[config.mk]
export PLATFORM = sky130hd
export DESIGN_NAME = operand_b_skid_sel
export DESIGN_NICKNAME = d
export VERILOG_FILES = /design/src/rtl/core_pkg.sv /design/src/rtl/operand_b_mux.sv /design/src/rtl/operand_b_skid_sel.sv
export SDC_FILE = /design/constraint.sdc
export NUM_CORES = 1
export LEC_CHECK = 0
export BUFFER_PORTS_ARGS = -buffer_cell sky130_fd_sc_hd__clkbuf_2
export CORE_MARGIN = 2
export CORE_UTILIZATION = 30
export DETAILED_ROUTE_END_ITERATION = 12
export PLACE_DENSITY = 0.66
export SYNTH_ARGS = -nofsm -noshare
export SYNTH_HDL_FRONTEND = slang
export SYNTH_SLANG_ARGS = --single-unit
[constraint.sdc]
create_clock -name clk -period 2.8 [get_ports clk]
set_clock_uncertainty 0.2 [all_clocks]
set_input_delay 0.56 -clock clk [delete_from_list [all_inputs] [get_ports clk]]
set_output_delay 0.56 -clock clk [all_outputs]
set_load 0.02 [all_outputs]
[src/rtl/core_pkg.sv]
// Shared core definitions: operand-B select encoding, skid buffer occupancy
// states and the constant-four operand.
package core_pkg;

    typedef enum logic [1:0] {
        SELB_RS2  = 2'b00,
        SELB_IMM  = 2'b01,
        SELB_FOUR = 2'b10,
        SELB_RSVD = 2'b11
    } selb_e;

    typedef enum logic [1:0] {
        BUF_EMPTY = 2'b00,
        BUF_ONE   = 2'b01,
        BUF_TWO   = 2'b10
    } buf_state_e;

    localparam logic [31:0] FOUR = 32'd4;

endpackage

[src/rtl/operand_b_mux.sv]
// Combinational operand-B select with forwarding override and illegal-select flag.
module operand_b_mux
    import core_pkg::*;
#(
    parameter int XLEN    = 32,
    parameter int NUM_FWD = 2,
    parameter int FW      = $clog2(NUM_FWD + 1)
) (
    input  logic [1:0]              sel_B,
    input  logic [FW-1:0]           fwd_sel,
    input  logic [XLEN-1:0]         rdata2,
    input  logic [XLEN-1:0]         ImmExtD,
    input  logic [NUM_FWD*XLEN-1:0] fwd_data,
    output logic [XLEN-1:0]         value,
    output logic                    illegal
);

    localparam logic [FW-1:0] NUM_FWD_W = FW'(NUM_FWD);

    // Select function; forwarding only overrides the register operand
    always_comb begin
        value   = '0;
        illegal = 1'b0;
        case (selb_e'(sel_B))
            SELB_RS2: begin
                value = rdata2;
                for (int k = 1; k <= NUM_FWD; k++) begin
                    if (fwd_sel == FW'(k)) begin
                        value = fwd_data[k*XLEN-1 -: XLEN];
                    end else begin
                        value = value;
                    end
                end
                if (fwd_sel > NUM_FWD_W) begin
                    illegal = 1'b1;
                end else begin
                    illegal = 1'b0;
                end
            end
            SELB_IMM:  value = ImmExtD;
            SELB_FOUR: value = XLEN'(FOUR);
            SELB_RSVD: illegal = 1'b1;
            default:   illegal = 1'b1;
        endcase
    end

endmodule

[src/rtl/operand_b_skid_sel.sv]
// Operand-B select registered into a 2-entry skid buffer with valid/ready
// handshake toward EX, flush, and a sticky illegal-select flag.
module operand_b_skid_sel
    import core_pkg::*;
#(
    parameter int XLEN    = 32,
    parameter int NUM_FWD = 2,
    localparam int FW     = $clog2(NUM_FWD + 1)
) (
    input  logic                    clk,
    input  logic                    rst_n,
    input  logic [1:0]              sel_B,
    input  logic [FW-1:0]           fwd_sel,
    input  logic [XLEN-1:0]         rdata2,
    input  logic [XLEN-1:0]         ImmExtD,
    input  logic [NUM_FWD*XLEN-1:0] fwd_data,
    input  logic                    in_valid,
    output logic                    in_ready,
    input  logic                    flush,
    output logic [XLEN-1:0]         SrcB,
    output logic                    out_valid,
    input  logic                    out_ready,
    output logic                    fwd_err
);

    buf_state_e      state_r, state_s;
    logic [XLEN-1:0] head_r, head_s;
    logic [XLEN-1:0] tail_r, tail_s;
    logic            fwd_err_r;
    logic [XLEN-1:0] sel_value_s;
    logic            sel_illegal_s;
    logic            push_s, pop_s;

    operand_b_mux #(.XLEN(XLEN), .NUM_FWD(NUM_FWD), .FW(FW)) u_mux (
        .sel_B    (sel_B),
        .fwd_sel  (fwd_sel),
        .rdata2   (rdata2),
        .ImmExtD  (ImmExtD),
        .fwd_data (fwd_data),
        .value    (sel_value_s),
        .illegal  (sel_illegal_s)
    );

    assign in_ready  = (state_r != BUF_TWO);
    assign out_valid = (state_r != BUF_EMPTY);
    assign push_s    = in_valid & in_ready & ~flush;
    assign pop_s     = out_valid & out_ready;
    assign SrcB      = head_r;
    assign fwd_err   = fwd_err_r;

    // Next occupancy and entry contents; vacated slots are zeroed so SrcB reads 0 when empty
    always_comb begin
        state_s = state_r;
        head_s  = head_r;
        tail_s  = tail_r;
        case (state_r)
            BUF_EMPTY: begin
                if (push_s) begin
                    state_s = BUF_ONE;
                    head_s  = sel_value_s;
                end else begin
                    state_s = BUF_EMPTY;
                end
            end
            BUF_ONE: begin
                if (push_s && pop_s) begin
                    head_s = sel_value_s;
                end else if (push_s) begin
                    state_s = BUF_TWO;
                    tail_s  = sel_value_s;
                end else if (pop_s) begin
                    state_s = BUF_EMPTY;
                    head_s  = '0;
                end else begin
                    state_s = BUF_ONE;
                end
            end
            BUF_TWO: begin
                if (pop_s) begin
                    state_s = BUF_ONE;
                    head_s  = tail_r;
                    tail_s  = '0;
                end else begin
                    state_s = BUF_TWO;
                end
            end
            default: begin
                state_s = BUF_EMPTY;
                head_s  = '0;
                tail_s  = '0;
            end
        endcase
        if (flush) begin
            state_s = BUF_EMPTY;
            head_s  = '0;
            tail_s  = '0;
        end else begin
            state_s = state_s;
        end
    end

    // Buffer state, entries and sticky error flag
    always_ff @(posedge clk or negedge rst_n) begin
        if (!rst_n) begin
            state_r   <= BUF_EMPTY;
            head_r    <= '0;
            tail_r    <= '0;
            fwd_err_r <= 1'b0;
        end else begin
            state_r   <= state_s;
            head_r    <= head_s;
            tail_r    <= tail_s;
            fwd_err_r <= fwd_err_r | (push_s & sel_illegal_s);
        end
    end

endmodule
==> impl_metrics.ini, run 1 <==
[run_status]
status = complete, no violations

[drt]
finalWirelength_um = 12250
drc = 0
wl_per_cell_um = 17.55
routed_via_density = 5.325
ant_nets = 0
drtIter0Drc = 129
firstDrtPassIters = 4
num_vias = 3717

[cts]
cts_root_buf = clkbuf_16
cts_max_path_buffers = 2
cts_tree = yes
cts.sinks = 67
cts_hold_buf = 0
clock_latency_ns = 0.32
post_cts_resize_count = 0
post_cts_buffers = 0
cts_htree_levels = 3
numCtsBuffers = 9
path_clk_slew_ns = 0.06

[setup_path]
arrival_ns = 2.53
cp_slowest_cell = nor3b_4
path_class = reg -> reg
max_stage_delay_ns = 0.91
crit_family = simple AND/OR/NAND/NOR gates
ff2ff_path_depth = 5
rr_endpoint = SrcB[6]
required_ns = 2.86
endpoint_kind = flop
r2r_setup_slack_ns = 0.33
path_cells = and2b_1 -> inv_2 -> nor3b_4 -> and2_1 -> a221o_1
cp-start-kind = flop
cp_max_fo = 31
path_buf_inv = 1
r2r-start = state_r[1]

[placed_design]
place_hpwl_um = 8658
dp_cells = 682
placement.io_buffers = 171
placed_cell_area_um2 = 5104
place.gp.congestion = 0.7313
dp_worst_setup_slack_ns = 0.1219

[finish]
final_cell_mix = clkbuf_2, dfrtp_1, mux2i_1, a221o_1, a32o_1
fin_area_um2 = 5409
fin_nets = 659
fin_util = 0.4084
syn_to_final_growth_pct = 33.18
drive_gt1_frac = 0.3946
final-instance-count-excl-fill = 698
nFillCells = 1296
multi_input_area_um2 = 2206
regArea_um2 = 1677
final_common_cell = clkbuf_2
antennaDiodeCount = 0

[global_route]
grt_pass1_wl_um = 19630
grt_pass1_vias = 3850
grt_max_degree = 68
grt_usage = 0.1706
grt_overflow = 0
antenna_found_initial = 0

[sta]
slew_headroom = 0.2643
hold_viol = 0
worst_slack_ns = 0.3317
rsz0062_at_grt = false
setup_viol = 0
fmax_mhz = 405.1
fin_tns_setup_ns = 0
tightest_slew_ns = 1.102
fin_crit_sh = 0.8815
fin_crit_ns = 2.468
maxSlewViolCount = 0

[pwr]
p_per_area_nw_per_um2 = 485.9
ir_drop_uv = 277.6
power_leakage_uw = 0.002956

[synth]
syn-num-nets = 504
yosys_warnings = 0
async_reset_ff_frac = 1.000
yosys-top-cells-area = dfrtp_1, mux2i_1, a221o_1, a32o_1, a21o_1
synth-seq-cells = 67
synth_top_area_share = 0.4128
synth-adder-area-share = 0.01540
avgSynthCellArea_um2 = 11.22
synth_xor_area_frac = 0.002157
yosys-mux-area-fraction = 0.1577
synthSimpleGateAreaFrac = 0.07517
yosysTopAreaCell = dfrtp_1
synth-edff-count = 0
synth_area_um2 = 4061
syn_inst = 362
synth_compound_area_frac = 0.2837
ys.flop_type = dfrtp_1
seq_area_frac_synth = 0.4128
synth_top_family_by_area = compound AO/OA/AOI/OAI gates
ys_types = 36

[floorplan]
die-width_um = 120.4
dieArea_um2 = 14480
num_rows = 42
die_h_um = 120.4
start_util = 0.3067
coreArea_um2 = 13240
ioPinCount = 172

[job]
cap_violations = 0

[hold_path]
hold_path.class = in -> async
[power breakdown]
group / switching [uW] / total [uW] / internal [uW]
clock: 406 / 1140 / 737
combinational: 265 / 475 / 210
sequential: 16.4 / 1010 / 994
[final cells by class]
class                           count  area share
Multi-Input combinational cell    254      0.4078
Sequential cell                    67      0.3100
Timing Repair Buffer              181      0.1823
Clock buffer                       12     0.04742
Tap cell                          176     0.04071
Clock inverter                      4    0.009022
Inverter                            4    0.002776
[sequential cells by signal, summed over array words and instances (netlist names)]
| signal | flops |
|---|---|
| SrcB | 32 |
| tail_r | 32 |
| fwd_err | 1 |
| state_r | 2 |
[cells in the mapped netlist (2+ instances only)]
cell	number
o22ai_1	27
nand3b_1	2
clkbuf_1	16
dfrtp_1	67
a21o_1	26
a32o_1	32
mux2i_1	64
buf_4	4
nor2b_1	3
a221o_1	32
buf_2	13
buf_6	4
o21ai_1	5
inv_1	3
ha_1	5
and2_1	31
a2bb2oi_1	6
nor2_1	4
[cell families after synthesis]
family,Yosys count
AO/OA/AOI/OAI,136
XOR/XNOR,1
adder cells (fa/ha/maj),5
buffers and inverters,41
flip-flops,67
multiplexers,64
AND/OR/NAND/NOR,48
[per-layer routing]
layer  wire [um]  track usage
met4          91      0.03488
met3         878      0.03443
met5           0            0
met1        5083       0.2077
met2        6199       0.3118
[how the worst max path moves through the flow]
stage	start	endpoint	slack, ns	depth (start not counted)
finish	state_r[1]	SrcB[6]	0.33	5
global route	state_r[1]	SrcB[11]	0.14	5
CTS	state_r[1]	SrcB[6]	0.31	5
detailed placement	sel_B[1]	tail_r[15]	0.12	8
global placement	sel_B[1]	tail_r[12]	0.20	8
floorplan	sel_B[0]	SrcB[0]	0.67	8
[stage by stage]
step                hold slack [ns]  power, uW
floorplan                   0.06441       1289
global placement             0.2640       1495
detailed placement           0.2491       1510
CTS                          0.1892       2660
global route                 0.2300       2745
finish                       0.1530       2628
No activity file was read; power rests on OpenSTA's default activity.
==> run 2, diff against run 1 <==
- TNS_END_PERCENT: not set -> 20
- clock period: 2.8 -> 3.2 ns (I/O delays scaled with it)
==> run 2 against run 1 <==
  * Register-to-register slack improved by 0.61 ns
  * Sequential power fell by 12%
  * Final cell count rose by 0.14%
  * Combinational power fell by 14%
  * Total power fell by 14%
  * Die area did not move
  * Final area fell by 0.35%
  * Non-clock buffer count rose by 1
  * Critical path depth did not move
  * Critical endpoint is now SrcB[17]
  * Largest power group unchanged
  * Highest routed layer unchanged
==> impl_metrics.ini, run 2 (synthesized netlist as in run 1, its figures left out) <==
[run_status]
status = complete, no violations

[sta]
maxSlewViolCount = 0
fin_crit_ns = 2.399
fmax_mhz = 416.8
fin_tns_setup_ns = 0
setup_viol = 0
holdWs_ns = 0.2176
hold_viol = 0
slew_headroom = 0.3350
rsz0062_at_grt = false
fin_crit_sh = 0.7498
tightest_slew_ns = 0.9922

[drt]
num_vias = 3691
drtIter0Drc = 158
routed_via_density = 5.280
wl_per_cell_um = 17.07
drc = 0
finalWirelength_um = 11940
ant_nets = 0
firstDrtPassIters = 4

[floorplan]
die-width_um = 120.4
ioPinCount = 172
die_h_um = 120.4
start_util = 0.3067
num_rows = 42
dieArea_um2 = 14480
coreArea_um2 = 13240

[finish]
final_cell_mix = clkbuf_2, dfrtp_1, mux2i_1, a221o_1, a32o_1
drive_gt1_frac = 0.3977
final_common_cell = clkbuf_2
antennaDiodeCount = 0
fin_nets = 660
fin_area_um2 = 5390
syn_to_final_growth_pct = 32.72

[global_route]
antenna_found_initial = 0
grt_max_degree = 68
grt_pass1_wl_um = 19020
grt_usage = 0.1654
grt_overflow = 0
grt_pass1_vias = 3809

[cts]
cts_max_path_buffers = 2
cts_root_buf = clkbuf_16
post_cts_resize_count = 0
numCtsBuffers = 9
cts_tree = yes
cts_htree_levels = 3
cts.sinks = 67
path_clk_slew_ns = 0.06
post_cts_buffers = 0
clock_latency_ns = 0.32
cts_hold_buf = 0

[setup_path]
crit_start = flush
endpoint_kind = flop
r2r-start = state_r[0]
required_ns = 3.25
cp-start-kind = input pin
arrival_ns = 2.45
path_class = in -> reg
cp_max_fo = 18

[pwr]
p_per_area_nw_per_um2 = 421.2
power_leakage_uw = 0.002944
ir_drop_uv = 229.4
p_total_uw = 2270

[hold_path]
hold_path.class = in -> async

[job]
cap_violations = 0

[placed_design]
place_hpwl_um = 8599
placement.io_buffers = 171
place.gp.congestion = 0.7636
placed_cell_area_um2 = 5086
==> run 2: cell count changes in the layout (fill, tap and decap cells not counted) <==
cell	previous run	this run
buf_4	8	11
buf_12	4	2
clkbuf_1	1	0
clkbuf_8	2	1
clkinv_4	1	2
clkinvlp_4	0	1
==> run 2: area by class of cell <==
class,count,area (um2)
sequential,67,1677
multi-input combinational,254,2206
clock inverter,6,65.06
inverter,4,15.01
timing repair buffer,182,968.4
fill,1339,7853
tap,176,220.2
clock buffer,10,239.0
==> run 2: per-stage QoR <==
stage / instances / util / setup slack, ns
final: 699 / 0.4070 / 0.8006
after global routing: 699 / 0.4070 / 0.6315
after CTS: 699 / 0.4070 / 0.7563
after detailed placement: 683 / 0.3841 / 0.4310
after floorplan: 362 / - / 0.9931
after global placement: 683 / 0.3841 / 0.5382
==> run 2: final timing paths <==
| path | endpoint | cells past startpoint | slack (ns) |
|---|---|---|---|
| min in group clk | tail_r[20] | 1 | 0.28 |
| hold reg to reg | tail_r[20] | 1 | 0.28 |
| hold / removal | SrcB[23] | 1 | 0.22 |
| setup reg to reg | SrcB[17] | 4 | 0.94 |
| max in group asynchronous | SrcB[12] | 1 | 2.00 |
| setup / recovery | SrcB[17] | 5 | 0.80 |
==> run 2: routing by layer <==
metal,vias up,global-route usage,share of wire
li1,1752,-,-
met1,1790,0.2064,0.43
met2,141,0.2884,0.49
met3,8,0.03679,0.070
met4,0,0.04433,0.011
met5,-,0,0
==> run 2: power breakdown <==
group	total (uW)	internal, uW	leakage [uW]	switching [uW]
logic	410	183	0.00187	227
clock network	975	623	0.000148	352
registers	885	870	0.000922	15.2
total	2270	1680	0.00294	595
==> run 2: worst max-delay path, cell delays in order <==
cell and delay, ns:
clkbuf_2 0.19, nand2b_1 0.25, nor3_2 0.81, buf_4 0.38, a221o_1 0.17
==> run 3, diff against run 2 <==
- PLACE_DENSITY: 0.66 -> 0.68
- clock period: 3.2 -> 2.1 ns (I/O delays scaled with it)
==> run 3 against run 2 <==
  * Via count grew 5.1%
  * Final cell count up 3.7%
  * Sequential share of layout area is 1.9 points lower
  * Sequential cell count is the same
  * Combinational power rose by 72%
  * Final area rose by 6.4%
  * Register-to-register slack worse by 0.88 ns
  * Global-route usage increased by 1.2 points
  * Routed wire length is 7.8% higher
  * Count of clock-buffer cells in the layout decreased by 1
  * Highest routed layer unchanged
  * Total power increased by 68%
  * Die area unchanged
  * Critical path type is now reg -> reg
==> impl_metrics.ini, run 3 (synthesized netlist as in run 1, its figures left out) <==
[hold_path]
hold_path.class = in -> reg
hold-path-cell-count = 3
holdCritStartpoint = ImmExtD[21]
holdPathEnd = SrcB[21]

[sta]
fin_tns_setup_ns = 0
setup_viol = 0
fin_crit_sh = 0.9714
hold_viol = 0
slew_headroom = 0.4725
tightest_slew_ns = 0.7888
maxSlewViolCount = 0
worst_slack_ns = 0.06001
fmax_mhz = 490.2
fin_crit_ns = 2.040

[setup_path]
path_cells = nor2b_4 -> buf_4 -> o31ai_4 -> buf_4 -> nor2_4 -> buf_12 -> a221o_1
cp_max_fo = 16
rr_endpoint = SrcB[19]
path_common_cell = buf_4
cp-start-kind = flop
max_stage_delay_ns = 0.41
path_class = reg -> reg
r2r-start = state_r[0]
cp_slowest_cell = dfrtp_1
endpoint_kind = flop
required_ns = 2.10
ff2ff_path_depth = 7
crit_family = compound AO/OA/AOI/OAI gates
arrival_ns = 2.04
r2r_setup_slack_ns = 0.06
path_buf_inv = 3

[pwr]
p_total_uw = 3809
p_per_area_nw_per_um2 = 664.0
power_switching_uw = 982.8
ir_drop_uv = 445.6
swShare = 0.2580
power.share.clock = 0.461
comb_power_share = 0.185
seqPwrFrac = 0.354
power_leakage_uw = 0.003121
intPower_uw = 2826

[finish]
final_common_cell = clkbuf_2
regArea_um2 = 1677
syn_to_final_growth_pct = 41.25
final_cell_mix = clkbuf_2, dfrtp_1, mux2i_1, a221o_1, a32o_1
nFillCells = 1274
drive_gt1_frac = 0.4244
fin_area_um2 = 5737
multi_input_area_um2 = 2237
final-instance-count-excl-fill = 725
antennaDiodeCount = 0
fin_nets = 686

[drt]
num_vias = 3880
routed_via_density = 5.352
drc = 0
firstDrtPassIters = 5
ant_nets = 0
finalWirelength_um = 12870
drtIter0Drc = 114
wl_per_cell_um = 17.74

[floorplan]
num_rows = 42
dieArea_um2 = 14480
die_h_um = 120.4
die-width_um = 120.4
coreArea_um2 = 13240
start_util = 0.3067
ioPinCount = 172

[global_route]
grt_overflow = 0
grt_pass1_wl_um = 20180
grt_usage = 0.1769
grt_pass1_vias = 3962
grt_max_degree = 36
antenna_found_initial = 0

[cts]
cts_root_buf = clkbuf_16
cts.sinks = 67
clock_latency_ns = 0.32
cts_max_path_buffers = 2
cts_tree = yes
cts_htree_levels = 3
numCtsBuffers = 9
path_clk_slew_ns = 0.06

[job]
cap_violations = 0

[placed_design]
placed_cell_area_um2 = 5306
place_hpwl_um = 9128
place.gp.congestion = 0.7740
placement.io_buffers = 171
dp_cells = 703
dp_worst_setup_slack_ns = -0.3135

[run_status]
status = complete, no violations
[run 3: cell types whose count changed in the layout (fill, tap and decap cells not counted), sizes merged]
cell and change:
buf +23, clkbuf -1, bufinv +2, inv +2
nor3b +1, nor2 +1, dlygate4sd3 +1, clkinv -3
[run 3: metal layers]
metal / GRT usage / wire length, um
met1: 0.2179 / 5672
met2: 0.3089 / 6162
met3: 0.04151 / 878
met4: 0.05015 / 152
met5: 0 / 0
[run 3: worst max path at each step]
stage | startpoint | endpoint | slack [ns] | depth (start not counted)
2_1_floorplan | sel_B[0] | SrcB[23] | 0.11 | 8
3_3_place_gp | flush | SrcB[8] | -0.23 | 5
3_5_place_dp | flush | SrcB[19] | -0.31 | 5
4_1_cts | state_r[0] | SrcB[19] | 0.03 | 5
5_1_grt | state_r[0] | SrcB[31] | -0.001 | 6
6_report | state_r[0] | SrcB[19] | 0.06 | 7
[run 3: cell type report]
cell class,count,area share
clock buffers,9,0.03926
clock inverters,7,0.02159
well taps,176,0.03839
multi-input cells,256,0.3900
flip-flops and latches,67,0.2923
inverters,4,0.002617
repair buffers,206,0.2159
[run 3: timing repair]
item / in CTS / in global routing
setup endpoints to repair: 32 / 10
setup buffers: 0 / 3
pin swaps: 1 / 2
hold buffers: 1 / 0
cloned: 2 / 0
resized for setup: 3 / 0
hold endpoints to repair: 32 / 0
[run 3: stage by stage]
| step | util | hold slack (ns) |
|---|---|---|
| after floorplan | - | -0.07559 |
| after global routing | 0.4332 | 0.2645 |
| final | 0.4332 | 0.2576 |
| after global placement | 0.4007 | 0.1868 |
| after detailed placement | 0.4007 | 0.1946 |
| after CTS | 0.4306 | 0.2454 |
[run 3: power groups by stage]
stage	logic [uW]	registers [uW]	clock network, uW
2_1_floorplan	324	1400	0
3_3_place_gp	658	1370	0
3_5_place_dp	680	1370	0
4_1_cts	699	1350	1790
5_1_grt	765	1350	1840
6_report	706	1350	1760
[run 3: worst reg2reg max path, delay by kind of cell, from the launching register on]
| kind | cells | cell delay, ns |
|---|---|---|
| AOI/OAI and AO/OA | 2 | 0.63 |
| buffers and inverters | 3 | 0.48 |
| DFF | 1 | 0.41 |
| and+or+nand+nor | 2 | 0.20 |
